$ cat config.mk
export PLATFORM = sky130hd
export DESIGN_NAME = ir_frame_tx
export DESIGN_NICKNAME = d
export VERILOG_FILES = /design/src/rtl/ir_frame_tx_pkg.sv /design/src/rtl/ir_carrier_gen.sv /design/src/rtl/ir_frame_tx.sv
export SDC_FILE = /design/constraint.sdc
export NUM_CORES = 1
export LEC_CHECK = 0
export CAP_MARGIN = 10
export CORE_MARGIN = 5
export CORE_UTILIZATION = 42
export DETAILED_ROUTE_END_ITERATION = 10
export GPL_TIMING_DRIVEN = 0
export MAX_ROUTING_LAYER = met4
export PLACE_DENSITY_LB_ADDON = 0.08
export SYNTH_ARGS = -nofsm -noshare
export SYNTH_HDL_FRONTEND = slang
export SYNTH_SLANG_ARGS = --single-unit
$ cat constraint.sdc
create_clock -name clk -period 3.8 [get_ports clk]
set_input_delay 1.14 -clock clk [delete_from_list [all_inputs] [get_ports clk]]
set_output_delay 1.14 -clock clk [all_outputs]
set_load 0.02 [all_outputs]
$ cat src/rtl/ir_frame_tx_pkg.sv
// Shared IR link definitions: frame FSM state encodings, default timing
// constants and small sizing helpers used by transmit and receive sides.
package ir_frame_tx_pkg;

  typedef logic [2:0] ir_state_t;

  localparam ir_state_t ST_IDLE      = 3'd0;
  localparam ir_state_t ST_HDR_MARK  = 3'd1;
  localparam ir_state_t ST_HDR_SPACE = 3'd2;
  localparam ir_state_t ST_BIT_MARK  = 3'd3;
  localparam ir_state_t ST_BIT_SPACE = 3'd4;
  localparam ir_state_t ST_STOP_MARK = 3'd5;
  localparam ir_state_t ST_GAP       = 3'd6;

  localparam int DEF_CARRIER_HALF  = 6;
  localparam int DEF_UNIT_CARRIERS = 21;
  localparam int DEF_HDR_MARK_U    = 16;
  localparam int DEF_HDR_SPACE_U   = 8;
  localparam int DEF_ONE_SPACE_U   = 3;
  localparam int DEF_ZERO_SPACE_U  = 1;
  localparam int DEF_GAP_U         = 4;

  // Width able to hold 0..n-1, never less than one bit.
  function automatic int cw(input int n);
    return (n > 1) ? $clog2(n) : 1;
  endfunction

  function automatic int imax(input int a, input int b);
    return (a > b) ? a : b;
  endfunction

  function automatic logic is_mark(input ir_state_t s);
    return (s == ST_HDR_MARK) || (s == ST_BIT_MARK) || (s == ST_STOP_MARK);
  endfunction

endpackage

$ cat src/rtl/ir_carrier_gen.sv
// Carrier phase generator. phase is the value for the upcoming cycle so the
// caller can register it; unit_tick flags the last cycle of each timing unit.
module ir_carrier_gen
  import ir_frame_tx_pkg::*;
#(
  parameter int CARRIER_HALF  = DEF_CARRIER_HALF,
  parameter int UNIT_CARRIERS = DEF_UNIT_CARRIERS
) (
  input  logic clk,
  input  logic reset,
  input  logic restart,
  output logic phase,
  output logic unit_tick
);
  localparam int CW = cw(CARRIER_HALF);
  localparam int HW = cw(2 * UNIT_CARRIERS);

  logic [CW-1:0] cnt_q, cnt_d;
  logic [HW-1:0] half_q, half_d;
  logic          phase_q, phase_d;
  logic          half_end, unit_end;

  assign half_end = (cnt_q == CW'(CARRIER_HALF - 1));
  assign unit_end = half_end && (half_q == HW'(2 * UNIT_CARRIERS - 1));

  always_comb begin
    cnt_d   = cnt_q + CW'(1);
    half_d  = half_q;
    phase_d = phase_q;
    if (restart) begin
      cnt_d   = '0;
      half_d  = '0;
      phase_d = 1'b1;
    end else if (half_end) begin
      cnt_d   = '0;
      phase_d = ~phase_q;
      half_d  = unit_end ? '0 : half_q + HW'(1);
    end
  end

  always_ff @(posedge clk) begin
    if (reset) begin
      cnt_q   <= '0;
      half_q  <= '0;
      phase_q <= 1'b0;
    end else begin
      cnt_q   <= cnt_d;
      half_q  <= half_d;
      phase_q <= phase_d;
    end
  end

  assign phase     = phase_d;
  assign unit_tick = unit_end;
endmodule

$ cat src/rtl/ir_frame_tx.sv
// IR pulse-distance frame transmitter: header, DATA_W bits LSB first,
// stop mark, trailing gap. Marks are carrier-modulated, spaces are low.
module ir_frame_tx
  import ir_frame_tx_pkg::*;
#(
  parameter int DATA_W        = 32,
  parameter int CARRIER_HALF  = DEF_CARRIER_HALF,
  parameter int UNIT_CARRIERS = DEF_UNIT_CARRIERS,
  parameter int HDR_MARK_U    = DEF_HDR_MARK_U,
  parameter int HDR_SPACE_U   = DEF_HDR_SPACE_U,
  parameter int ONE_SPACE_U   = DEF_ONE_SPACE_U,
  parameter int ZERO_SPACE_U  = DEF_ZERO_SPACE_U,
  parameter int GAP_U         = DEF_GAP_U,
  parameter int CARRIER_EN    = 1
) (
  input  logic              clk,
  input  logic              reset,
  input  logic [DATA_W-1:0] in_data,
  input  logic              in_valid,
  output logic              in_ready,
  output logic              ir_out,
  output logic              busy
);
  localparam int SEG_MAX = imax(imax(imax(HDR_MARK_U, HDR_SPACE_U), imax(ONE_SPACE_U, ZERO_SPACE_U)),
                                imax(GAP_U, 1));
  localparam int SW = cw(SEG_MAX);
  localparam int BW = cw(DATA_W);

  ir_state_t         state_q, state_d;
  logic [SW-1:0]     seg_q, seg_d;
  logic [BW-1:0]     bit_q, bit_d;
  logic [DATA_W-1:0] shreg_q, shreg_d;
  logic              in_ready_q, in_ready_d;
  logic              ir_out_q, ir_out_d;
  logic              restart, phase, unit_tick, seg_last;
  int                seg_len;

  ir_carrier_gen #(
    .CARRIER_HALF  (CARRIER_HALF),
    .UNIT_CARRIERS (UNIT_CARRIERS)
  ) u_carrier (
    .clk       (clk),
    .reset     (reset),
    .restart   (restart),
    .phase     (phase),
    .unit_tick (unit_tick)
  );

  always_comb begin
    case (state_q)
      ST_HDR_MARK:  seg_len = HDR_MARK_U;
      ST_HDR_SPACE: seg_len = HDR_SPACE_U;
      ST_BIT_SPACE: seg_len = shreg_q[0] ? ONE_SPACE_U : ZERO_SPACE_U;
      ST_GAP:       seg_len = GAP_U;
      default:      seg_len = 1;
    endcase
    seg_last = (seg_q == SW'(seg_len - 1));
  end

  always_comb begin
    state_d = state_q;
    seg_d   = seg_q;
    bit_d   = bit_q;
    shreg_d = shreg_q;
    if (state_q == ST_IDLE) begin
      if (in_valid && in_ready_q) begin
        state_d = ST_HDR_MARK;
        shreg_d = in_data;
        seg_d   = '0;
        bit_d   = '0;
      end
    end else if (unit_tick) begin
      seg_d = seg_q + SW'(1);
      if (seg_last) begin
        seg_d = '0;
        case (state_q)
          ST_HDR_MARK:  state_d = ST_HDR_SPACE;
          ST_HDR_SPACE: state_d = ST_BIT_MARK;
          ST_BIT_MARK:  state_d = ST_BIT_SPACE;
          ST_BIT_SPACE: begin
            shreg_d = shreg_q >> 1;
            if (bit_q == BW'(DATA_W - 1)) begin
              bit_d   = '0;
              state_d = ST_STOP_MARK;
            end else begin
              bit_d   = bit_q + BW'(1);
              state_d = ST_BIT_MARK;
            end
          end
          ST_STOP_MARK: state_d = ST_GAP;
          default:      state_d = ST_IDLE;
        endcase
      end
    end
    // Realign the carrier whenever a mark begins so every mark starts high.
    restart    = is_mark(state_d) && (state_d != state_q);
    in_ready_d = (state_d == ST_IDLE);
    ir_out_d   = is_mark(state_d) && ((CARRIER_EN != 0) ? phase : 1'b1);
  end

  always_ff @(posedge clk) begin
    if (reset) begin
      state_q    <= ST_IDLE;
      seg_q      <= '0;
      bit_q      <= '0;
      shreg_q    <= '0;
      in_ready_q <= 1'b0;
      ir_out_q   <= 1'b0;
    end else begin
      state_q    <= state_d;
      seg_q      <= seg_d;
      bit_q      <= bit_d;
      shreg_q    <= shreg_d;
      in_ready_q <= in_ready_d;
      ir_out_q   <= ir_out_d;
    end
  end

  assign in_ready = in_ready_q;
  assign ir_out   = ir_out_q;
  assign busy     = (state_q != ST_IDLE);
endmodule

## After elaboration in Yosys (flattened, before gate mapping)

Cells that the tools add are included.

| storage, ports and cells | value |
|---|---|
| word-level logic and storage cells | 72 |
| output and inout port bits | 3 |
| flip-flop bits (word level) | 56 |

| operators by class | value |
|---|---|
| reductions and logical operators | 16 |
| add/subtract/negate cells | 5 |
| bitwise operators | 1 |
| multiplexer cells | 26 |
| equality and inequality tests | 15 |

Operator list:

| operator | number |
|---|---|
| two-way mux 32 bit | 5 |
| two-way mux 5 bit | 6 |
| two-way mux 4 bit | 4 |
| case mux 4 bit (4 select lines) | 1 |
| == test 3 bit (second input constant) | 5 |
| two-way mux 3 bit | 5 |
| case mux 3 bit (5 select lines) | 1 |
| == test 3 x 2 -> 1 bit (second input constant) | 3 |
| adder 6 x 1 -> 6 bit (second input constant) | 1 |
| == test 3 x 1 -> 1 bit (second input constant) | 2 |
| == test 6 bit (second input constant) | 1 |
| zero test 3 bit | 2 |
| two-way mux 6 bit | 1 |
| nonzero test 2 bit | 3 |
| adder 5 x 1 -> 5 bit (second input constant) | 1 |
| == test 5 bit (second input constant) | 1 |
| adder 4 x 1 -> 4 bit (second input constant) | 1 |
| == test 4 bit | 1 |
| logical AND 1 bit | 4 |
| AND reduction 4 bit | 1 |
| subtractor 4 x 2 -> 4 bit (second input constant) | 1 |
| adder 3 x 1 -> 3 bit (second input constant) | 1 |
| != test 3 bit | 1 |
| nonzero test 3 bit | 1 |
| other kinds (8) | 10 |

## Depth between registers and ports, before layout

Gate-level depths: netlist (run 1).

| depth | value |
|---|---|
| depth in word-level cells | 13 |
| mapped depth | 12 |
| mapped depth without buffers | 8 |

## Cells and area by module

A second synthesis (run 1) with hierarchy kept.

| unflattened totals | value |
|---|---|
| cells, all modules | 348 |
| area total of the unflattened synthesis | 2,802.7 um^2 |

By module, submodules not included:

| module | area an instance (um^2) | cells each | sequential area each (um^2) | instances |
|---|---|---|---|---|
| ir_frame_tx | 2,307.2 | 292 | 920.9 | 1 |
| ir_carrier_gen | 495.5 | 56 | 200.2 | 1 |

## Least setup slack after synthesis (run 1)

OpenSTA, ideal clock, no wires.

| path | value |
|---|---|
| path kind | register -> register |
| start | register state_q[0] |
| end | register shreg_q[0] |
| buffers on the path | 3 |
| data arrival time | 2,857 ps |
| data required time | 3,678 ps |
| cell stages (with the launch flop) | 11 |
| setup slack | 821 ps |
| setup time | 122 ps |
| cells stage by stage | dfxtp_1 > buf_2 > clkbuf_1 > mux2_2 > ha_1 > xor2_1 > a2111o_1 > a211oi_4 > nor2_1 > buf_2 > a221o_1 |

| on the way | value |
|---|---|
| cells in the longest elaborated chain, start to end | 6 |
| elaborated cells between the ends (all ways) | 14 |
| classes of those cells | add/sub (1); eq/ne (6); mux (2); reduce/logical (5) |

RTL lines:

| what | RTL line | text |
|---|---|---|
| from (decl) | ir_frame_tx.sv:29 | `ir_state_t state_q, state_d;` |
| from (signal assigned) | ir_frame_tx.sv:110 | `state_q <= state_d;` |
| == test 3 bit, or another cell as far along | ir_frame_tx.sv:50 | `case (state_q)` |
| case mux 4 bit (4 select lines) | ir_frame_tx.sv:50 |  |
| subtractor 4 x 2 -> 4 bit | ir_frame_tx.sv:57 | `seg_last = (seg_q == SW'(seg_len - 1));` |
| == test 4 bit | ir_frame_tx.sv:57 |  |
| nonzero test 2 bit (no line) | -- |  |
| AND reduction 4 bit (no line) | -- |  |
| to (signal assigned) | ir_frame_tx.sv:113 | `shreg_q <= shreg_d;` |
| to (decl) | ir_frame_tx.sv:32 | `logic [DATA_W-1:0] shreg_q, shreg_d;` |

Several ways; a longest one is shown, not always the timed one.
A chain may end at the register's enable or synchronous reset.

## Worst setup path in the final report (run 1)

| path | value |
|---|---|
| start | register state_q[0] |
| end | register shreg_q[28] |

Same word-level chain as after synthesis.

==> flow_summary_export.csv, run 1 <==
group,metric,value,unit
clocking,clkSinkCount,56,
critical_path,critical_path_class,"register to register",
floorplan,io-pin-count,38,
timing,maxSlewViolCount,0,
critical_path,cp-end-kind,"register",
logic_synthesis,ys_warn_count,0,
drt,vias,2979,
logic_synthesis,ys_top_cells_by_area,"dfxtp_1 37%, a221o_1 9.9%, a22oi_1 7.6%",
logic_synthesis,syn-instance-count,351,
timing,setup_viol,0,
timing,finalClockSkew,0.00946,ns
logic_synthesis,synth_top_area_frac,0.368,
critical_path,rr_worst_depth,10,
clocking,ctsHtreeMaxLevel,2,
critical_path,ff2ff_setup_slack,0.32,ns
clocking,numCtsBuffers,5,
drt,first_iter_violations,270,
floorplan,fp.dieH,95.2,um
logic_synthesis,ys_seq_elements,56,
cells_and_area,num-nets-final,437,
drt,drcViolationCount,0,
timing,finalCriticalPeriod,3.48,ns
grt,grt_usage,0.188,
floorplan,die-area,0.00905,mm2
critical_path,path_max_fanout,10,
cells_and_area,syn_to_final_growth,19.0,%
place,io_buffers,36,
clocking,cts_resized,0,
timing,final_hold_viol_count,0,
drt,routed_wl,8030,um
logic_synthesis,synth_cell_types,54,
critical_path,r2r_start,"state_q[0]",
logic_synthesis,ys_seq_area_frac,0.368,
logic_synthesis,synth_fp_nets,394,
floorplan,die_w,95.2,um
drt,viasPerCell,6.03,
critical_path,crit_path_top_delay_cell,"a211oi_4",
timing,fmax,288,MHz
cells_and_area,diodes,0,
critical_path,path_cells,"buf_2, clkbuf_1, mux2_2, ha_1, xor2_1, a2111o_1, a211oi_4, nor2_1, buf_2, a221o_1",
pwr,leakage,0.00126,uW
critical_path,worstSetupStartpoint,"state_q[0]",
drt,drt-wirelength-per-cell,16.3,um
timing,fin_crit_sh,0.915,
grt,grt_pass1_wl,13400,um
drt,final_antenna_net_count,0,
cells_and_area,utilization,0.508,
timing,tightest_slew,0.905,ns
logic_synthesis,yosys_most_used_dff,"dfxtp_1",
clocking,cts.path.max_buffers,2,
pwr,ir_worst_vdd,0.165,mV
critical_path,cp_common_cell,"buf_2",
logic_synthesis,yosysTopAreaCell,"dfxtp_1",
timing,timing.slew.headroom,0.395,
cells_and_area,final_common_cell,"dfxtp_1",
critical_path,crit_arrival,3.68,ns
place,dp_hpwl,5600,um
run,drv_cap,0,
timing,tns,0,ns
logic_synthesis,synthArstFlopShare,0,
floorplan,start_util,0.427,
clocking,post_cts_buffers,0,
pwr,power,1190,uW
critical_path,worstPathRequired,4.00,ns
place,gp_congestion,0.829,
floorplan,rows,31,
status,status,"finished clean",
logic_synthesis,synth_edf_count,0,
grt,grt_max_degree,17,
pwr,powerDensity,330,mW/mm2
cells_and_area,final_layout_size_suffix_gt1_frac,0.0633,
logic_synthesis,syn_avg_cell_area,8.68,um2
clocking,cts_tree,"built",
timing,rsz0062_at_grt,"false",
floorplan,core,0.00714,mm2
grt,antenna_found_initial,0,
grt,grt.overflow.total,0,
cells_and_area,final_cell_mix,"56 x dfxtp_1, 39 x a21oi_1, 36 x clkdlybuf4s50_1",
grt,grt_pass1_vias,2758,
clocking,path_clk_slew,0.10,ns
critical_path,crit_end,"shreg_q[28]",
clocking,hold_buffers,0,
drt,first_pass_iters,6,
logic_synthesis,syn_area,0.00305,mm2
critical_path,critPathMaxStageDelay,0.51,ns
critical_path,start_kind,"register",
min_path,hold_path_class,"register to register",
clocking,insertion_delay,0.31,ns
critical_path,r2r_end,"shreg_q[28]",
clocking,root_buffer,"clkbuf_8",
[worst max-delay path, delay by kind of cell, from the launching register on]
kind | cells | cell delay, ns
simple gates | 1 | 0.19
mux | 1 | 0.39
xor+xnor | 1 | 0.16
compound gates | 3 | 1.33
flops | 1 | 0.32
fa+ha+maj | 1 | 0.20
buf+inv | 3 | 0.76
[how the worst min path moves through the flow]
stage	depth (start not counted)	start	endpoint
after detailed placement	1	u_carrier.cnt_q[0]	u_carrier.cnt_q[0]
after CTS	1	u_carrier.cnt_q[0]	u_carrier.cnt_q[0]
final	1	u_carrier.cnt_q[0]	u_carrier.cnt_q[0]
after global placement	1	u_carrier.cnt_q[0]	u_carrier.cnt_q[0]
after floorplan	1	u_carrier.cnt_q[0]	u_carrier.cnt_q[0]
after global routing	1	u_carrier.cnt_q[0]	u_carrier.cnt_q[0]
[area by class of cell]
cell class,instances,area (um2)
buffer,32,136
clock buffer,7,86.3
clock inverter,1,7.51
fill,706,3510
inverter,7,26.3
multi-input combinational,256,1760
sequential,56,1120
tap,99,124
timing repair buffer,36,360
[power breakdown]
group | internal [uW] | leakage [uW] | switching, uW
clock network | 149 | 0.0000445 | 201
logic | 95.8 | 0.000756 | 108
registers | 615 | 0.000455 | 27.0
total | 859 | 0.00126 | 335
[metrics by stage]
step | hold slack [ns] | std cells | instance area [um2] | setup WS [ns]
2_1_floorplan | 0.439 | 351 | 3050 | 0.821
3_3_place_gp | 0.453 | 486 | 3530 | 0.383
3_5_place_dp | 0.465 | 486 | 3530 | 0.351
4_1_cts | 0.481 | 494 | 3620 | 0.352
5_1_grt | 0.495 | 494 | 3620 | 0.141
6_report | 0.475 | 494 | 3620 | 0.324
[routing by layer]
| layer | GRT usage | wire (um) | vias to the layer above | part of all wire |
|---|---|---|---|---|
| met5 | - | 0 | - | 0 |
| met4 | 0.0300 | 54 | 0 | 0.0067 |
| met3 | 0.0410 | 448 | 5 | 0.056 |
| met2 | 0.288 | 3680 | 94 | 0.46 |
| met1 | 0.257 | 3850 | 1425 | 0.48 |
| li1 | - | - | 1455 | - |
[synth_stat cells, drive strengths merged, types with 4 or more instances]
cell type	n
buf	13
a211oi	6
nor3	9
a221o	30
o21ai	8
nand2	9
dfxtp	56
nor2	19
a21oi	39
xor2	7
nand4	4
a22oi	31
ha	8
nand3	35
clkbuf	19
inv	7
[state kept, by name, indices dropped and copies added, names as in the netlist]
name,count
u_carrier.half_q,6
u_carrier.cnt_q,3
bit_q,5
shreg_q,32
u_carrier.phase_q,1
in_ready,1
state_q,3
ir_out,1
seg_q,4
[cells by family after synthesis]
| group | after synthesis | share of synthesized area |
|---|---|---|
| compound gates | 132 | 0.322 |
| xor+xnor | 10 | 0.0288 |
| fa+ha+maj | 8 | 0.0329 |
| buf+inv | 39 | 0.0534 |
| flops | 56 | 0.368 |
| mux | 5 | 0.0173 |
| simple gates | 101 | 0.177 |
No activity file was read; power rests on OpenSTA's default activity.
==> inputs of run 2 (changes only) <==
CORE_UTILIZATION = 48   (was 42)
SLEW_MARGIN = 20   (was unset)
==> flow_summary_export.csv, run 2 (synthesis gave the netlist of run 1 again) <==
group,metric,value,unit
clocking,hold_buffers,0,
clocking,cts_resized,0,
critical_path,crit_path_top_delay_cell,"a211oi_4",
cells_and_area,multiInputGateArea,0.00176,mm2
critical_path,ff2ff_setup_slack,0.31,ns
timing,timing.slew.headroom,0.453,
clocking,ctsHtreeMaxLevel,2,
critical_path,cp-end-kind,"register",
cells_and_area,final_layout_size_suffix_gt1_frac,0.0658,
drt,drcViolationCount,0,
pwr,ir_worst_vdd,0.184,mV
critical_path,critical_path_buf_inv_count,3,
critical_path,critical_path_class,"register to register",
floorplan,die_w,89.7,um
floorplan,fp.dieH,89.7,um
floorplan,core,0.00628,mm2
cells_and_area,final_cell_mix,"56 x dfxtp_1, 39 x a21oi_1, 36 x clkdlybuf4s50_1",
timing,tightest_slew,0.818,ns
pwr,leakage,0.00127,uW
cells_and_area,syn_to_final_growth,18.7,%
min_path,hold_path_class,"register to register",
critical_path,crit_end,"shreg_q[9]",
grt,grt_pass1_vias,2642,
run,drv_cap,0,
grt,grt_max_degree,18,
drt,route.met3.wl,508,um
critical_path,start_kind,"register",
clocking,cts.path.max_buffers,2,
timing,fin_crit_sh,0.917,
drt,viasPerCell,6.25,
drt,routed_wl,7900,um
grt,grt.overflow.total,0,
pwr,powerDensity,345,mW/mm2
clocking,path_clk_slew,0.11,ns
timing,maxSlewViolCount,0,
clocking,numCtsBuffers,5,
cells_and_area,utilization,0.576,
cells_and_area,diodes,0,
critical_path,r2r_start,"state_q[0]",
timing,tns,0,ns
timing,finalCriticalPeriod,3.49,ns
pwr,power,1250,uW
clocking,root_buffer,"clkbuf_8",
place,gp_congestion,0.852,
grt,antenna_found_initial,0,
drt,final_antenna_net_count,0,
critical_path,worstSetupStartpoint,"state_q[0]",
timing,setup_viol,0,
drt,drt-wirelength-per-cell,16.7,um
cells_and_area,largest_reg_flops,32,
clocking,post_cts_buffers,0,
critical_path,path_cells,"buf_2, clkbuf_1, mux2_2, ha_1, xor2_1, a2111o_1, a211oi_4, nor2_1, buf_2, a221o_1",
critical_path,critPathMaxStageDelay,0.50,ns
floorplan,start_util,0.485,
place,io_buffers,36,
critical_path,worstPathRequired,4.02,ns
grt,grt_pass1_wl,12900,um
critical_path,cp_common_cell,"buf_2",
clocking,clkSinkCount,56,
status,status,"finished clean",
timing,final_hold_viol_count,0,
cells_and_area,design_area,0.00361,mm2
cells_and_area,largestRegisters,"shreg_q x32, u_carrier.half_q x6, bit_q x5",
critical_path,r2r_end,"shreg_q[9]",
cells_and_area,regArea,0.00112,mm2
cells_and_area,num-nets-final,437,
timing,finalClockSkew,0.0142,ns
critical_path,path_max_fanout,10,
place,post_dp_cell_area,0.00350,mm2
critical_path,worst-path-stages,10,
floorplan,io-pin-count,38,
drt,vias,2948,
drt,met1_length,3820,um
clocking,cts_tree,"built",
clocking,insertion_delay,0.32,ns
critical_path,crit_arrival,3.70,ns
drt,first_iter_violations,151,
drt,dr_wl_met2,3470,um
critical_path,rr_worst_depth,10,
cells_and_area,final_common_cell,"dfxtp_1",
drt,dr.max_layer_used,"met4",
floorplan,rows,29,
place,dp_hpwl,5490,um
timing,rsz0062_at_grt,"false",
timing,fmax,287,MHz
drt,first_pass_iters,4,
cells_and_area,top_register,"shreg_q",
critical_path,cp_top_family,"compound AO/OA/AOI/OAI gates",
grt,grt_usage,0.208,
cells_and_area,num-fill-cells,610,
floorplan,die-area,0.00804,mm2
## run 2: cell count changes in the layout (fill, tap and decap cells not counted), sizes merged
cell | before | now
clkbuf | 26 | 24
bufinv | 0 | 1
clkinv | 0 | 1
## run 2: metal layers
| layer | GRT usage | vias up |
|---|---|---|
| li1 | - | 1456 |
| met2 | 0.309 | 87 |
| met4 | 0.0568 | 0 |
| met5 | - | - |
| met3 | 0.0365 | 11 |
| met1 | 0.291 | 1394 |
## run 2: how the worst min path moves through the flow
stage	from	to	depth (start not counted)
floorplan	u_carrier.cnt_q[0]	u_carrier.cnt_q[0]	1
global placement	u_carrier.cnt_q[0]	u_carrier.cnt_q[0]	1
detailed placement	u_carrier.cnt_q[0]	u_carrier.cnt_q[0]	1
CTS	u_carrier.cnt_q[0]	u_carrier.cnt_q[0]	1
global route	u_carrier.cnt_q[0]	u_carrier.cnt_q[0]	1
finish	u_carrier.cnt_q[0]	u_carrier.cnt_q[0]	1
## run 2: report_power, final
part / leakage [uW] / internal, uW / switching, uW
clock: 0.0000541 / 195 / 206
sequential: 0.000455 / 615 / 27.3
combinational: 0.000756 / 95.9 / 107
total: 0.00127 / 906 / 340
## run 2: area by class of cell
| class | instances | area share |
|---|---|---|
| multi-input combinational | 256 | 0.488 |
| sequential | 56 | 0.310 |
| timing repair buffer | 36 | 0.0997 |
| buffer | 32 | 0.0377 |
| tap | 77 | 0.0267 |
| clock buffer | 5 | 0.0190 |
| clock inverter | 3 | 0.0118 |
| inverter | 7 | 0.00727 |
## run 2: worst reg2reg max path, cell delays in order (launching register included)
cell      delay, ns
dfxtp_1        0.32
buf_2          0.17
clkbuf_1       0.37
mux2_2         0.39
ha_1           0.20
xor2_1         0.16
a2111o_1       0.47
a211oi_4       0.50
nor2_1         0.20
buf_2          0.24
a221o_1        0.37
## run 2: metrics by stage
stage / hold slack (ns) / cells / worst slack [ns]
2_1_floorplan: 0.439 / 351 / 0.821
3_3_place_gp: 0.454 / 464 / 0.399
3_5_place_dp: 0.472 / 464 / 0.412
4_1_cts: 0.486 / 472 / 0.380
5_1_grt: 0.512 / 472 / 0.137
6_report: 0.484 / 472 / 0.315
